## src/rtl/pyhdl_via_stream_capture_pkg.sv

```systemverilog
// Shared types for the VIA stream-capture stage: FSM encoding, entry layout
// and the drop-counter width.
package pyhdl_via_capture_pkg;

  localparam int DROP_W     = 16;
  localparam int CAP_TS_W   = 32;
  localparam int CAP_DATA_W = 32;

  typedef enum logic [1:0] {
    IDLE  = 2'd0,
    ARMED = 2'd1,
    RUN   = 2'd2,
    DONE  = 2'd3
  } cap_state_e;

  // Reference layout of one buffered beat; the FIFO stores {ts, data} packed in this order.
  typedef struct packed {
    logic [CAP_TS_W-1:0]   ts;
    logic [CAP_DATA_W-1:0] data;
  } cap_entry_t;

endpackage

```

## src/rtl/pyhdl_via_stream_capture_if.sv

```systemverilog
// Monitored stream plus the FIFO drain port of the capture stage.
interface pyhdl_via_stream_capture_if #(
  parameter int DATA_W = 32,
  parameter int TS_W   = 32
);
  logic              mon_valid;
  logic              mon_ready;
  logic [DATA_W-1:0] mon_data;
  logic              rd_valid;
  logic              rd_ready;
  logic [TS_W-1:0]   rd_ts;
  logic [DATA_W-1:0] rd_data;

  modport master (
    output mon_valid, mon_ready, mon_data, rd_ready,
    input  rd_valid, rd_ts, rd_data
  );

  modport slave (
    input  mon_valid, mon_ready, mon_data, rd_ready,
    output rd_valid, rd_ts, rd_data
  );
endinterface

```

## src/rtl/pyhdl_via_stream_capture_fifo.sv

```systemverilog
// First-word-fall-through FIFO with a separate occupancy counter and a
// synchronous flush that overrides push and pop.
module pyhdl_via_fwft_fifo #(
  parameter int WIDTH = 64,
  parameter int DEPTH = 16
) (
  input  logic                   clock,
  input  logic                   reset_n,
  input  logic                   flush,
  input  logic                   push,
  input  logic                   pop,
  input  logic [WIDTH-1:0]       wr_data,
  output logic [WIDTH-1:0]       rd_data,
  output logic                   rd_valid,
  output logic                   full,
  output logic [$clog2(DEPTH):0] level
);
  localparam int AW = $clog2(DEPTH);
  localparam logic [AW:0] FULL_LEVEL = DEPTH[AW:0];

  logic [WIDTH-1:0] mem [DEPTH];
  logic [AW-1:0]    wr_ptr_reg;
  logic [AW-1:0]    rd_ptr_reg;
  logic [AW:0]      level_reg;
  logic             push_ok;
  logic             pop_ok;

  assign rd_valid = (level_reg != '0);
  assign full     = (level_reg == FULL_LEVEL);
  assign pop_ok   = pop && rd_valid;
  // When full, a push only fits if the head leaves on the same edge.
  assign push_ok  = push && (!full || pop_ok);

  always_ff @(posedge clock) begin
    if (push_ok && !flush) begin
      mem[wr_ptr_reg] <= wr_data;
    end
  end

  always_ff @(posedge clock or negedge reset_n) begin
    if (!reset_n) begin
      wr_ptr_reg <= '0;
      rd_ptr_reg <= '0;
      level_reg  <= '0;
    end else if (flush) begin
      wr_ptr_reg <= '0;
      rd_ptr_reg <= '0;
      level_reg  <= '0;
    end else begin
      if (push_ok) wr_ptr_reg <= wr_ptr_reg + AW'(1);
      if (pop_ok)  rd_ptr_reg <= rd_ptr_reg + AW'(1);
      case ({push_ok, pop_ok})
        2'b10:   level_reg <= level_reg + (AW+1)'(1);
        2'b01:   level_reg <= level_reg - (AW+1)'(1);
        default: level_reg <= level_reg;
      endcase
    end
  end

  // Head is zeroed while empty so stale storage never shows on the read port.
  assign rd_data = rd_valid ? mem[rd_ptr_reg] : '0;
  assign level   = level_reg;

endmodule

```

## src/rtl/pyhdl_via_stream_capture.sv

```systemverilog
// Capture stage: timestamps accepted beats, gates them through an
// arm/trigger/limit FSM and buffers them for the VIA drain port.
module pyhdl_via_stream_capture
  import pyhdl_via_capture_pkg::*;
#(
  parameter int DATA_W  = 32,
  parameter int TS_W    = 32,
  parameter int DEPTH   = 16,
  parameter int LIMIT_W = 16
) (
  input  logic                   clock,
  input  logic                   reset_n,
  pyhdl_via_stream_capture_if.slave bus,
  input  logic                   start,
  input  logic                   stop,
  input  logic                   flush,
  input  logic [DATA_W-1:0]      trig_mask,
  input  logic [DATA_W-1:0]      trig_value,
  input  logic [LIMIT_W-1:0]     cap_limit,
  output logic [$clog2(DEPTH):0] level,
  output logic [DROP_W-1:0]      drop_cnt,
  output logic                   overflow,
  output logic [1:0]             state
);
  localparam int EW = TS_W + DATA_W;

  cap_state_e         state_reg, state_next;
  logic [LIMIT_W-1:0] count_reg, count_next;
  logic [LIMIT_W-1:0] limit_reg, limit_next;
  logic [LIMIT_W-1:0] count_inc;
  logic [TS_W-1:0]    ts_reg;
  logic [DROP_W-1:0]  drop_cnt_reg;
  logic               overflow_reg;
  logic               beat, hit, capture, pop, full, drop;
  logic [EW-1:0]      head;

  assign beat      = bus.mon_valid && bus.mon_ready;
  assign hit       = beat && ((bus.mon_data & trig_mask) == (trig_value & trig_mask));
  assign count_inc = count_reg + LIMIT_W'(1);

  always_ff @(posedge clock or negedge reset_n) begin
    if (!reset_n) begin
      state_reg <= IDLE;
      count_reg <= '0;
      limit_reg <= '0;
      ts_reg    <= '0;
    end else begin
      state_reg <= state_next;
      count_reg <= count_next;
      limit_reg <= limit_next;
      ts_reg    <= ts_reg + TS_W'(1);
    end
  end

  always_comb begin
    state_next = state_reg;
    count_next = count_reg;
    limit_next = limit_reg;
    capture    = 1'b0;
    case (state_reg)
      IDLE: begin
        if (start) begin
          state_next = ARMED;
          count_next = '0;
        end
      end
      ARMED: begin
        if (hit) begin
          // Trigger beat is captured beat 1; the limit is frozen here.
          capture    = 1'b1;
          count_next = LIMIT_W'(1);
          limit_next = cap_limit;
          state_next = (stop || cap_limit == LIMIT_W'(1)) ? DONE : RUN;
        end else if (stop) begin
          state_next = DONE;
        end
      end
      RUN: begin
        if (beat) begin
          capture    = 1'b1;
          count_next = count_inc;
          if (limit_reg != '0 && count_inc == limit_reg) state_next = DONE;
        end
        if (stop) state_next = DONE;
      end
      DONE: begin
        if (start) begin
          state_next = ARMED;
          count_next = '0;
        end
      end
      default: state_next = IDLE;
    endcase
  end

  assign pop  = bus.rd_valid && bus.rd_ready;
  assign drop = capture && full && !pop;

  always_ff @(posedge clock or negedge reset_n) begin
    if (!reset_n) begin
      drop_cnt_reg <= '0;
      overflow_reg <= 1'b0;
    end else if (flush) begin
      drop_cnt_reg <= '0;
      overflow_reg <= 1'b0;
    end else if (drop) begin
      overflow_reg <= 1'b1;
      if (drop_cnt_reg != '1) drop_cnt_reg <= drop_cnt_reg + DROP_W'(1);
    end
  end

  pyhdl_via_fwft_fifo #(
    .WIDTH (EW),
    .DEPTH (DEPTH)
  ) u_fifo (
    .clock    (clock),
    .reset_n  (reset_n),
    .flush    (flush),
    .push     (capture),
    .pop      (pop),
    .wr_data  ({ts_reg, bus.mon_data}),
    .rd_data  (head),
    .rd_valid (bus.rd_valid),
    .full     (full),
    .level    (level)
  );

  assign bus.rd_ts   = head[EW-1:DATA_W];
  assign bus.rd_data = head[DATA_W-1:0];
  assign drop_cnt    = drop_cnt_reg;
  assign overflow    = overflow_reg;
  assign state       = state_reg;

endmodule

```

## src/flat_wrapper.sv

```systemverilog
// flat-port wrapper written by rule: the top's interface ports become plain ports
module pyhdl_via_stream_capture_flat import pyhdl_via_capture_pkg::*;
#(
  parameter int DATA_W  = 32,
  parameter int TS_W    = 32,
  parameter int DEPTH   = 16,
  parameter int LIMIT_W = 16
)
  (clock, reset_n, start, stop, flush, trig_mask, trig_value, cap_limit, level, drop_cnt, overflow, state, bus_mon_valid, bus_mon_ready, bus_mon_data, bus_rd_ready, bus_rd_valid, bus_rd_ts, bus_rd_data);
  pyhdl_via_stream_capture_if #(.DATA_W(DATA_W), .TS_W(TS_W)) bus_i ();
  input  logic clock;
  input  logic reset_n;
  input  logic start;
  input  logic stop;
  input  logic flush;
  input  logic [DATA_W-1:0] trig_mask;
  input  logic [DATA_W-1:0] trig_value;
  input  logic [LIMIT_W-1:0] cap_limit;
  output logic [$clog2(DEPTH):0] level;
  output logic [DROP_W-1:0] drop_cnt;
  output logic overflow;
  output logic [1:0] state;
  input wire logic [$bits(bus_i.mon_valid)-1:0] bus_mon_valid;
  input wire logic [$bits(bus_i.mon_ready)-1:0] bus_mon_ready;
  input wire logic [$bits(bus_i.mon_data)-1:0] bus_mon_data;
  input wire logic [$bits(bus_i.rd_ready)-1:0] bus_rd_ready;
  output wire logic [$bits(bus_i.rd_valid)-1:0] bus_rd_valid;
  output wire logic [$bits(bus_i.rd_ts)-1:0] bus_rd_ts;
  output wire logic [$bits(bus_i.rd_data)-1:0] bus_rd_data;
  assign bus_i.mon_valid = bus_mon_valid;
  assign bus_i.mon_ready = bus_mon_ready;
  assign bus_i.mon_data = bus_mon_data;
  assign bus_i.rd_ready = bus_rd_ready;
  assign bus_rd_valid = bus_i.rd_valid;
  assign bus_rd_ts = bus_i.rd_ts;
  assign bus_rd_data = bus_i.rd_data;
  pyhdl_via_stream_capture #(.DATA_W(DATA_W), .TS_W(TS_W), .DEPTH(DEPTH), .LIMIT_W(LIMIT_W)) u_core (.clock(clock), .reset_n(reset_n), .bus(bus_i), .start(start), .stop(stop), .flush(flush), .trig_mask(trig_mask), .trig_value(trig_value), .cap_limit(cap_limit), .level(level), .drop_cnt(drop_cnt), .overflow(overflow), .state(state));
endmodule
```

## config.mk

```make
export PLATFORM = sky130hd
export DESIGN_NAME = pyhdl_via_stream_capture_flat
export DESIGN_NICKNAME = d
export VERILOG_FILES = /design/src/rtl/pyhdl_via_stream_capture_pkg.sv /design/src/rtl/pyhdl_via_stream_capture_if.sv /design/src/rtl/pyhdl_via_stream_capture_fifo.sv /design/src/rtl/pyhdl_via_stream_capture.sv /design/src/flat_wrapper.sv
export SDC_FILE = /design/constraint.sdc
export NUM_CORES = 1
export LEC_CHECK = 0
export CAP_MARGIN = 20
export CORE_ASPECT_RATIO = 1.4
export CORE_MARGIN = 2
export CORE_UTILIZATION = 62
export DETAILED_ROUTE_END_ITERATION = 10
export PLACE_DENSITY = 0.85
export SETUP_SLACK_MARGIN = 0.2
export SKIP_CTS_REPAIR_TIMING = 1
export SYNTH_ARGS = -nofsm -noshare
export SYNTH_HDL_FRONTEND = slang
export SYNTH_SLANG_ARGS = --single-unit
```

## constraint.sdc

```tcl
create_clock -name clock -period 15.7 [get_ports clock]
set_clock_uncertainty 0.15 [all_clocks]
set_input_delay 1.57 -clock clock [delete_from_list [all_inputs] [get_ports clock]]
set_output_delay 1.57 -clock clock [all_outputs]
set_load 0.01 [all_outputs]
```

=== Word-level counts from Yosys, hierarchy flattened ===
Memories as Yosys holds them, arrays and structs flattened.
Index checks and enable logic that the tools add are counted.
Widths: inputs -> output; s select.

* Bits in registers: 96
* RAM bits: 1024
* Input bits: 120
* Output and inout port bits: 89
* Word-level logic and storage cells: 91
* Memories kept: 1

{| class="wikitable"
|+ Memory list
! memory !! words !! bits a word !! read ports !! clocked after memory_dff !! write ports !! RTL line !! text
|-
| u_core.u_fifo.mem || 16 || 64 || 1 || 0 || 1 || pyhdl_via_stream_capture_fifo.sv:21 || <nowiki>logic [WIDTH-1:0] mem [DEPTH];</nowiki>
|}

* $add $sub $neg: 7
* Equal/unequal tests: 16
* Mux-type cells: 29
* Bitwise logic cells: 2
* Reduce and logical (&&, ||, !) cells: 27

{| class="wikitable"
|+ Operators by type and width
! operator !! count
|-
| $mux 16 || 6
|-
| $and 32x32->32 || 2
|-
| $mux 64 || 1
|-
| $pmux 16 s3 || 1
|-
| $add 16x1->16 const B || 2
|-
| $add 32x1->32 const B || 1
|-
| $eq 32x32->1 || 1
|-
| $eq 16x1->1 const B || 1
|-
| $eq 16x16->1 || 1
|-
| $mux 4 || 4
|-
| $ne 16x16->1 const B || 1
|-
| $reduce_bool 16->1 || 1
|-
| $mux 2 || 6
|-
| $pmux 5 s2 || 1
|-
| $logic_and 1x1->1 || 9
|-
| $ne 3x2->1 const B || 3
|-
| $add 4x1->4 const B || 2
|-
| $reduce_bool 2->1 || 4
|-
| $mux 1 || 7
|-
| $eq 2x2->1 const B || 3
|-
| $ne 2x1->1 const B || 3
|-
| $pmux 2 s3 || 1
|-
| $add 5x1->5 const B || 1
|-
| $eq 5x5->1 const B || 1
|-
| 13 further kinds || 18
|}

=== Depth between registers and ports, before layout ===
Gate-level depths: netlist of the first run.

* Word-level depth: 9
* Mapped depth: 16
* Mapped depth without buffers: 14

=== Modules after synthesis ===
A second synthesis of the first run with hierarchy kept.

* Cell total of the unflattened synthesis: 2189
* Area total of the unflattened synthesis: 44621.5 µm²

{| class="wikitable"
|+ By module, submodules not included
! module !! instances !! cells each !! area an instance (µm²) !! sequential area each (µm²)
|-
| pyhdl_via_fwft_fifo || 1 || 1682 || 39674.3 || 31074.8
|-
| pyhdl_via_stream_capture || 1 || 507 || 4947.2 || 2077.0
|}

=== Worst setup path before layout of the first run ===
No wires, ideal clock.

* Path kind: input-to-reg
* Start: in bus_mon_data[28]
* End: mem u_core.u_fifo.mem[2][0], enable pin
* Setup time: 564 ps
* Data arrival time: 7781 ps
* Slack: 7204 ps
* Stages: 9
* Path buffers: 1
* Cell sequence: xor2_1 a22oi_1 nand4_1 a2111oi_2 a31oi_1 clkbuf_1 nor3_2 nand3b_1 nor3_1

* Cells in the longest elaborated chain, start to end: 9

{| class="wikitable"
|+ RTL lines
! item !! RTL line !! text
|-
| start, declared || flat_wrapper.sv:25 || <nowiki>input wire logic [$bits(bus_i.mon_data)-1:0] bus_mon_data;</nowiki>
|-
| $and 32x32->32 || pyhdl_via_stream_capture.sv:38 || <nowiki>assign hit = beat && ((bus.mon_data & trig_mask) == (trig_value & trig_mask));</nowiki>
|-
| $eq 32x32->1 || pyhdl_via_stream_capture.sv:38 ||
|-
| $logic_and 1x1->1 || pyhdl_via_stream_capture.sv:38 ||
|-
| $mux 1 || pyhdl_via_stream_capture.sv:68 || <nowiki>if (hit) begin</nowiki>
|-
| $pmux 1 s2 || pyhdl_via_stream_capture.sv:60 || <nowiki>case (state_reg)</nowiki>
|-
| $logic_and 1x1->1 || pyhdl_via_stream_capture_fifo.sv:32 || <nowiki>assign push_ok = push && (!full || pop_ok);</nowiki>
|-
| $logic_and 1x1->1 || pyhdl_via_stream_capture_fifo.sv:35 || <nowiki>if (push_ok && !flush) begin</nowiki>
|-
| $mux 1 || pyhdl_via_stream_capture_fifo.sv:35 ||
|-
| $mux 1 (implied by the code) || pyhdl_via_stream_capture_fifo.sv:36 || <nowiki>mem[wr_ptr_reg] <= wr_data;</nowiki>
|-
| end, declared || pyhdl_via_stream_capture_fifo.sv:21 ||
|}

No other way between the ends.

=== Final worst setup path of the first run ===
* Start: reg u_core.u_fifo.rd_ptr_reg[1]
* End: out bus_rd_ts[6]

* Cells in the longest elaborated chain, start to end: 2

{| class="wikitable"
|+ RTL lines
! item !! RTL line !! text
|-
| start, declared || pyhdl_via_stream_capture_fifo.sv:23 || <nowiki>logic [AW-1:0] rd_ptr_reg;</nowiki>
|-
| start signal, assigned || pyhdl_via_stream_capture_fifo.sv:51 || <nowiki>if (pop_ok) rd_ptr_reg <= rd_ptr_reg + AW'(1);</nowiki>
|-
| $mem_v2 16x64 || -- ||
|-
| $mux 64 || pyhdl_via_stream_capture_fifo.sv:61 || <nowiki>assign rd_data = rd_valid ? mem[rd_ptr_reg] : '0;</nowiki>
|-
| end, declared || flat_wrapper.sv:28 || <nowiki>output wire logic [$bits(bus_i.rd_ts)-1:0] bus_rd_ts;</nowiki>
|}

No other way between the ends.

==> results.json, run 1 <==
{
  "status": "finished, final reports clean",
  "synth_edf_count": 1024,
  "core_area_mm2": 0.0713,
  "grtUsageTotal_pct": 31.7,
  "antenna_found_initial": 4,
  "p_per_area_mw_per_mm2": 139,
  "slew_headroom_pct": 22.4,
  "min-delay-start": "u_core.count_reg[15]",
  "synth_top_family_by_area": "multiplexers",
  "drc": 0,
  "period_minus_slack_ns": 7.07,
  "power.share.combinational_pct": 19.1,
  "routed-via-count": 23571,
  "ys_types": 51,
  "drv_slew": 0,
  "met2WireLength_um": 60500,
  "synth_mux_area_share_pct": 16.8,
  "worst_hold_path.endpoint": "u_core.count_reg[15]",
  "ys_async_sr_fraction_pct": 8.57,
  "timing.critical_path.buf_inv": 3,
  "fp.dieW_um": 230,
  "switchingPower_mw": 1.84,
  "fin_setup_tns_ns": 0,
  "final_common_cell": "edfxtp_1",
  "gp_congestion": 0.832,
  "power.leakage_nw": 17.3,
  "worst-path-max-fanout": 73,
  "synth_flop_cell": "edfxtp_1",
  "cts_max_path_buffers": 3,
  "synth_fp_nets": 2243,
  "max_stage_delay_ns": 0.95,
  "clk_latency_ns": 0.68,
  "cts_tree": "yes",
  "cts-buffers-inserted": 99,
  "clock.fmax_ghz": 0.142,
  "internal-power_mw": 5.26,
  "clk_pin_slew_worst_paths_ns": 0.06,
  "root_buffer": "clkbuf_16",
  "initial_core_util_pct": 62.5,
  "p_total_mw": 7.10,
  "ios": 209,
  "die_y_um": 321,
  "end_kind": "primary output",
  "largest_reg_flops": 1024,
  "seq_area_frac_synth_pct": 74.5,
  "fin_nets": 2490,
  "ys_ff_latch": 1120,
  "crit_chain": "buf_4 -> buf_4 -> mux4_2 -> mux4_2 -> and2_1 -> clkdlybuf4s50_1",
  "firstDrtPassIters": 5,
  "wl_met1_um": 38800,
  "crit_family": "buffers and inverters",
  "worstPathRequired_ns": 13.98,
  "cp_data_arrival_time_ns": 5.35,
  "h-tree-depth": 3,
  "final_hold_viol_count": 0,
  "fin_util_pct": 71.8,
  "path_class": "reg -> out",
  "tightest_slew_ns": 1.16,
  "start_kind": "register",
  "synth_xor_area_share_pct": 1.89,
  "avgSynthCellArea_um2": 21.1,
  "setup_viol": 0,
  "dp_hpwl_um": 56800,
  "synth_area_mm2": 0.0445,
  "grt_pass1_wl_um": 166000,
  "grt_max_degree": 74,
  "row_count": 116,
  "drt_iter0_markers": 2952,
  "synth_fa_ha_area_share_pct": 0.438,
  "clkPwrFrac_pct": 34.5,
  "drive_above_1_share_pct": 23.8,
  "maxCapViolCount": 0,
  "cts_sinks": 1120,
  "switching_share_pct": 25.9,
  "reg2reg_depth": 10,
  "viasPerCell": 6.96,
  "routed_wirelength_um": 115000,
  "holdPathStages": 1,
  "layout_common_cells": "edfxtp_1, mux4_2, clkdlybuf4s50_1",
  "ant_nets": 0,
  "r2r_start": "u_core.state[0]",
  "grt_pass1_vias": 24623,
  "design.die.area_mm2": 0.0740,
  "synthToLayoutAreaGrowth_pct": 14.9,
  "p_seq_share_pct": 46.4,
  "synth_compound_area_share_pct": 1.53,
  "io_buffers": 208,
  "rsz0062_at_grt": "no",
  "grt-ovfl-total": 0,
  "ir_drop_mv": 0.140,
  "wire_per_inst_um": 33.8,
  "synth_cells": 2108,
  "worstHoldPathType": "reg -> reg",
  "timing.rr.end": "u_core.u_fifo.mem[12][43]",
  "dr_wl_met3_um": 10300,
  "synthSimpleGateAreaFrac_pct": 3.73,
  "ys_warn_count": 0,
  "slowest_stage": "buf_4",
  "top_layer": "met5",
  "fin_crit_sh_pct": 45.0,
  "reg2reg_slack_ns": 11.17
}
cell families (layout without fill, tap and decap cells):
group                    Yosys count  count (layout)
flip-flops                      1120            1120
multiplexers                     345             345
AND/OR/NAND/NOR                  299             299
buffers and inverters            133             465
AO/OA/AOI/OAI                    101             101
XOR/XNOR                          95              95
adder cells (fa/ha/maj)           15              15
other                              0               2
worst max path at each step:
stage	from	end	slack, ns	depth (start not counted)
after global placement	bus_mon_data[13]	u_core.u_fifo.mem[12][30]	8.32	11
after CTS	u_core.u_fifo.rd_ptr_reg[1]	bus_rd_ts[6]	8.57	6
after global routing	u_core.u_fifo.rd_ptr_reg[0]	bus_rd_ts[0]	8.37	6
after detailed placement	bus_mon_data[4]	u_core.u_fifo.mem[13][35]	8.01	11
final	u_core.u_fifo.rd_ptr_reg[1]	bus_rd_ts[6]	8.63	6
after floorplan	bus_mon_data[28]	u_core.u_fifo.mem[2][0]	7.20	9
worst reg2reg max path: cells and delay by family, from the launching register on:
kind	cells	cell delay [ns]
buffers and inverters	4	1.28
AOI/OAI and AO/OA	1	0.06
DFF	1	0.45
and+or+nand+nor	4	1.82
adders and majority gates	1	0.34
through the flow:
stage	cell area [um^2]	hold slack [ns]	setup WS [ns]	std cells
after floorplan	44500	0.316	7.20	2108
after global placement	47800	0.342	8.32	3194
after detailed placement	47800	0.341	8.01	3194
after CTS	51000	0.356	8.57	3380
after global routing	51100	0.388	8.37	3385
final	51100	0.364	8.63	3386
final cells by class:
| cell class | instances | area [um^2] |
|---|---|---|
| Multi-Input combinational cell | 855 | 11000 |
| Timing Repair Buffer | 251 | 2460 |
| Inverter | 28 | 105 |
| Sequential cell | 1120 | 33200 |
| Antenna cell | 2 | 5.00 |
| Clock buffer | 124 | 2730 |
| Fill cell | 3814 | 20100 |
| Clock inverter | 62 | 520 |
| Tap cell | 944 | 1180 |
power by group through the flow:
stage	Clock (mW)	Sequential (mW)	Combinational, mW
CTS	2.46	3.30	1.37
floorplan	0	3.32	0.874
global placement	0	3.36	1.30
detailed placement	0	3.36	1.33
global route	2.56	3.30	1.44
finish	2.45	3.29	1.36
routing by layer:
layer,vias up,track usage [%]
met5,-,0
met4,2,14.4
met3,288,5.31
met2,1777,54.7
met1,12324,39.7
li1,9180,-
synthesized netlist by cell type (all sizes together) (26+ instances only):
cell / n / area, um^2
inv: 28 / 105
and2: 72 / 450
nand2: 32 / 120
edfxtp: 1024 / 30700
xor2: 48 / 420
nor2: 55 / 206
xnor2: 47 / 419
buf: 29 / 115
nand3: 26 / 143
mux4: 320 / 7210
dfrtp: 96 / 2400
clkbuf: 76 / 285
(Power assumes the default switching activity.)
==> run 2: changes to the inputs <==
--- a/config.mk
+++ b/config.mk
@@ -8,9 +8,9 @@
 export CAP_MARGIN = 20
 export CORE_ASPECT_RATIO = 1.4
 export CORE_MARGIN = 2
-export CORE_UTILIZATION = 62
+export CORE_UTILIZATION = 54
 export DETAILED_ROUTE_END_ITERATION = 10
-export PLACE_DENSITY = 0.85
+export PLACE_DENSITY = 0.78
 export SETUP_SLACK_MARGIN = 0.2
 export SKIP_CTS_REPAIR_TIMING = 1
 export SYNTH_ARGS = -nofsm -noshare
==> constraint.sdc (replaced) <==
create_clock -name clock -period 5.81 [get_ports clock]
set_clock_uncertainty 0.15 [all_clocks]
set_input_delay 0.581 -clock clock [delete_from_list [all_inputs] [get_ports clock]]
set_output_delay 0.581 -clock clock [all_outputs]
set_load 0.01 [all_outputs]
==> results.json, run 2 (synthesis results as in run 1) <==
{
  "status": "finished, final reports clean",
  "reg2reg_depth": 13,
  "grt_pass1_vias": 24315,
  "fin_crit_sh_pct": 82.7,
  "synthToLayoutAreaGrowth_pct": 16.2,
  "grtUsageTotal_pct": 25.7,
  "worstPathRequired_ns": 5.08,
  "cts_tree": "yes",
  "power.share.combinational_pct": 19.6,
  "r2r_start": "u_core.u_fifo.level[0]",
  "start_kind": "register",
  "place_area_mm2": 0.0486,
  "cp_data_arrival_time_ns": 4.08,
  "layout_common_cells": "edfxtp_1, mux4_2, clkdlybuf4s50_1",
  "grt_max_degree": 57,
  "design.die.area_mm2": 0.0848,
  "clk_latency_ns": 0.68,
  "clk_pin_slew_worst_paths_ns": 0.07,
  "slew_headroom_pct": 30.3,
  "fin_nets": 2524,
  "drv_slew": 0,
  "clkPwrFrac_pct": 33.4,
  "holdWs_ns": 0.358,
  "row_count": 124,
  "power.leakage_nw": 17.5,
  "die_y_um": 344,
  "antenna_found_initial": 5,
  "cts_sinks": 1120,
  "path_class": "reg -> out",
  "clock.fmax_ghz": 0.208,
  "p_seq_share_pct": 47.0,
  "io_buffers": 208,
  "ios": 209,
  "tightest_slew_ns": 1.05,
  "grt-ovfl-total": 0,
  "ir_drop_mv": 0.324,
  "largest_reg_flops": 1024,
  "internal-power_mw": 14.1,
  "cts-buffers-inserted": 97,
  "fillers": 5301,
  "period_minus_slack_ns": 4.81,
  "dp_hpwl_um": 61700,
  "core_area_mm2": 0.0816,
  "drt_iter0_markers": 2335,
  "fp.dieW_um": 247,
  "dp_slack_ns": 0.695,
  "gp_congestion": 0.813,
  "p_total_mw": 19.0,
  "wire_per_inst_um": 30.2,
  "h-tree-depth": 3,
  "final_hold_viol_count": 0,
  "p_per_area_mw_per_mm2": 367,
  "root_buffer": "clkbuf_16",
  "grt_pass1_wl_um": 158000,
  "switchingPower_mw": 4.83,
  "crit_start": "u_core.u_fifo.rd_ptr_reg[1]",
  "worst_slack_ns": 1.00,
  "cts_max_path_buffers": 3,
  "viasPerCell": 6.42,
  "reg2reg_slack_ns": 1.94,
  "final_common_cell": "edfxtp_1",
  "initial_core_util_pct": 54.5,
  "maxCapViolCount": 0,
  "ant_nets": 0,
  "timing.rr.end": "u_core.u_fifo.level[4]",
  "firstDrtPassIters": 5,
  "worstHoldPathType": "in -> async",
  "routed_wirelength_um": 107000,
  "design_area_mm2": 0.0517,
  "drive_above_1_share_pct": 24.1,
  "rsz0062_at_grt": "no",
  "fin_setup_tns_ns": 0,
  "end_kind": "primary output",
  "worst-path-max-fanout": 56,
  "setup_viol": 0,
  "routed-via-count": 22718,
  "switching_share_pct": 25.4,
  "drc": 0
}
[run 2: cell types whose count changed in the layout (fill, tap and decap cells not counted), moves of 5 or more]
cell / delta
clkbuf_1: +6
buf_4: +10
buf_12: +29
clkinv_1: +5
clkinvlp_4: -7
[run 2: worst max-delay path: stages, from the launching register on]
cell and delay, ns:
dfrtp_4 1.07, buf_4 0.56, mux4_2 0.43, mux4_2 0.52, and2_1 0.19, clkdlybuf4s50_1 0.50
[run 2: per-stage QoR]
step                util (%)  instances
floorplan                  -       2108
global placement        59.6       3360
detailed placement      59.6       3360
CTS                     63.4       3538
global route            63.4       3539
finish                  63.4       3540
[run 2: cell type report]
cell class	count	area (um^2)	share of cell area, %
flip-flops and latches	1120	33200	64.1
multi-input cells	855	11000	21.3
repair buffers	287	3040	5.87
clock buffers	123	2610	5.04
well taps	1071	1340	2.59
clock inverters	55	473	0.914
inverters	28	105	0.203
diodes	1	2.50	0.00484
[run 2: power groups by stage]
stage	Sequential, mW	Combinational (mW)	Clock [mW]
final	8.92	3.72	6.33
after detailed placement	9.10	3.77	0
after floorplan	8.96	2.36	0
after CTS	8.93	3.79	6.41
after global placement	9.10	3.73	0
after global routing	8.93	3.97	6.67
[run 2: worst max-delay path by stage]
stage          slack [ns]                       end
6_report             1.00           bus_rd_data[18]
5_1_grt              0.94              bus_rd_ts[0]
4_1_cts              1.02              bus_rd_ts[0]
3_5_place_dp         0.70  u_core.u_fifo.mem[2][28]
3_3_place_gp         0.81    u_core.u_fifo.level[4]
2_1_floorplan        0.03  u_core.u_fifo.mem[10][0]
[run 2: layer usage]
metal / routed length [um] / global-route usage, %
met1: 38500 / 32.4
met2: 57100 / 46.0
met3: 7950 / 3.83
met4: 3230 / 8.41
met5: 27 / 0
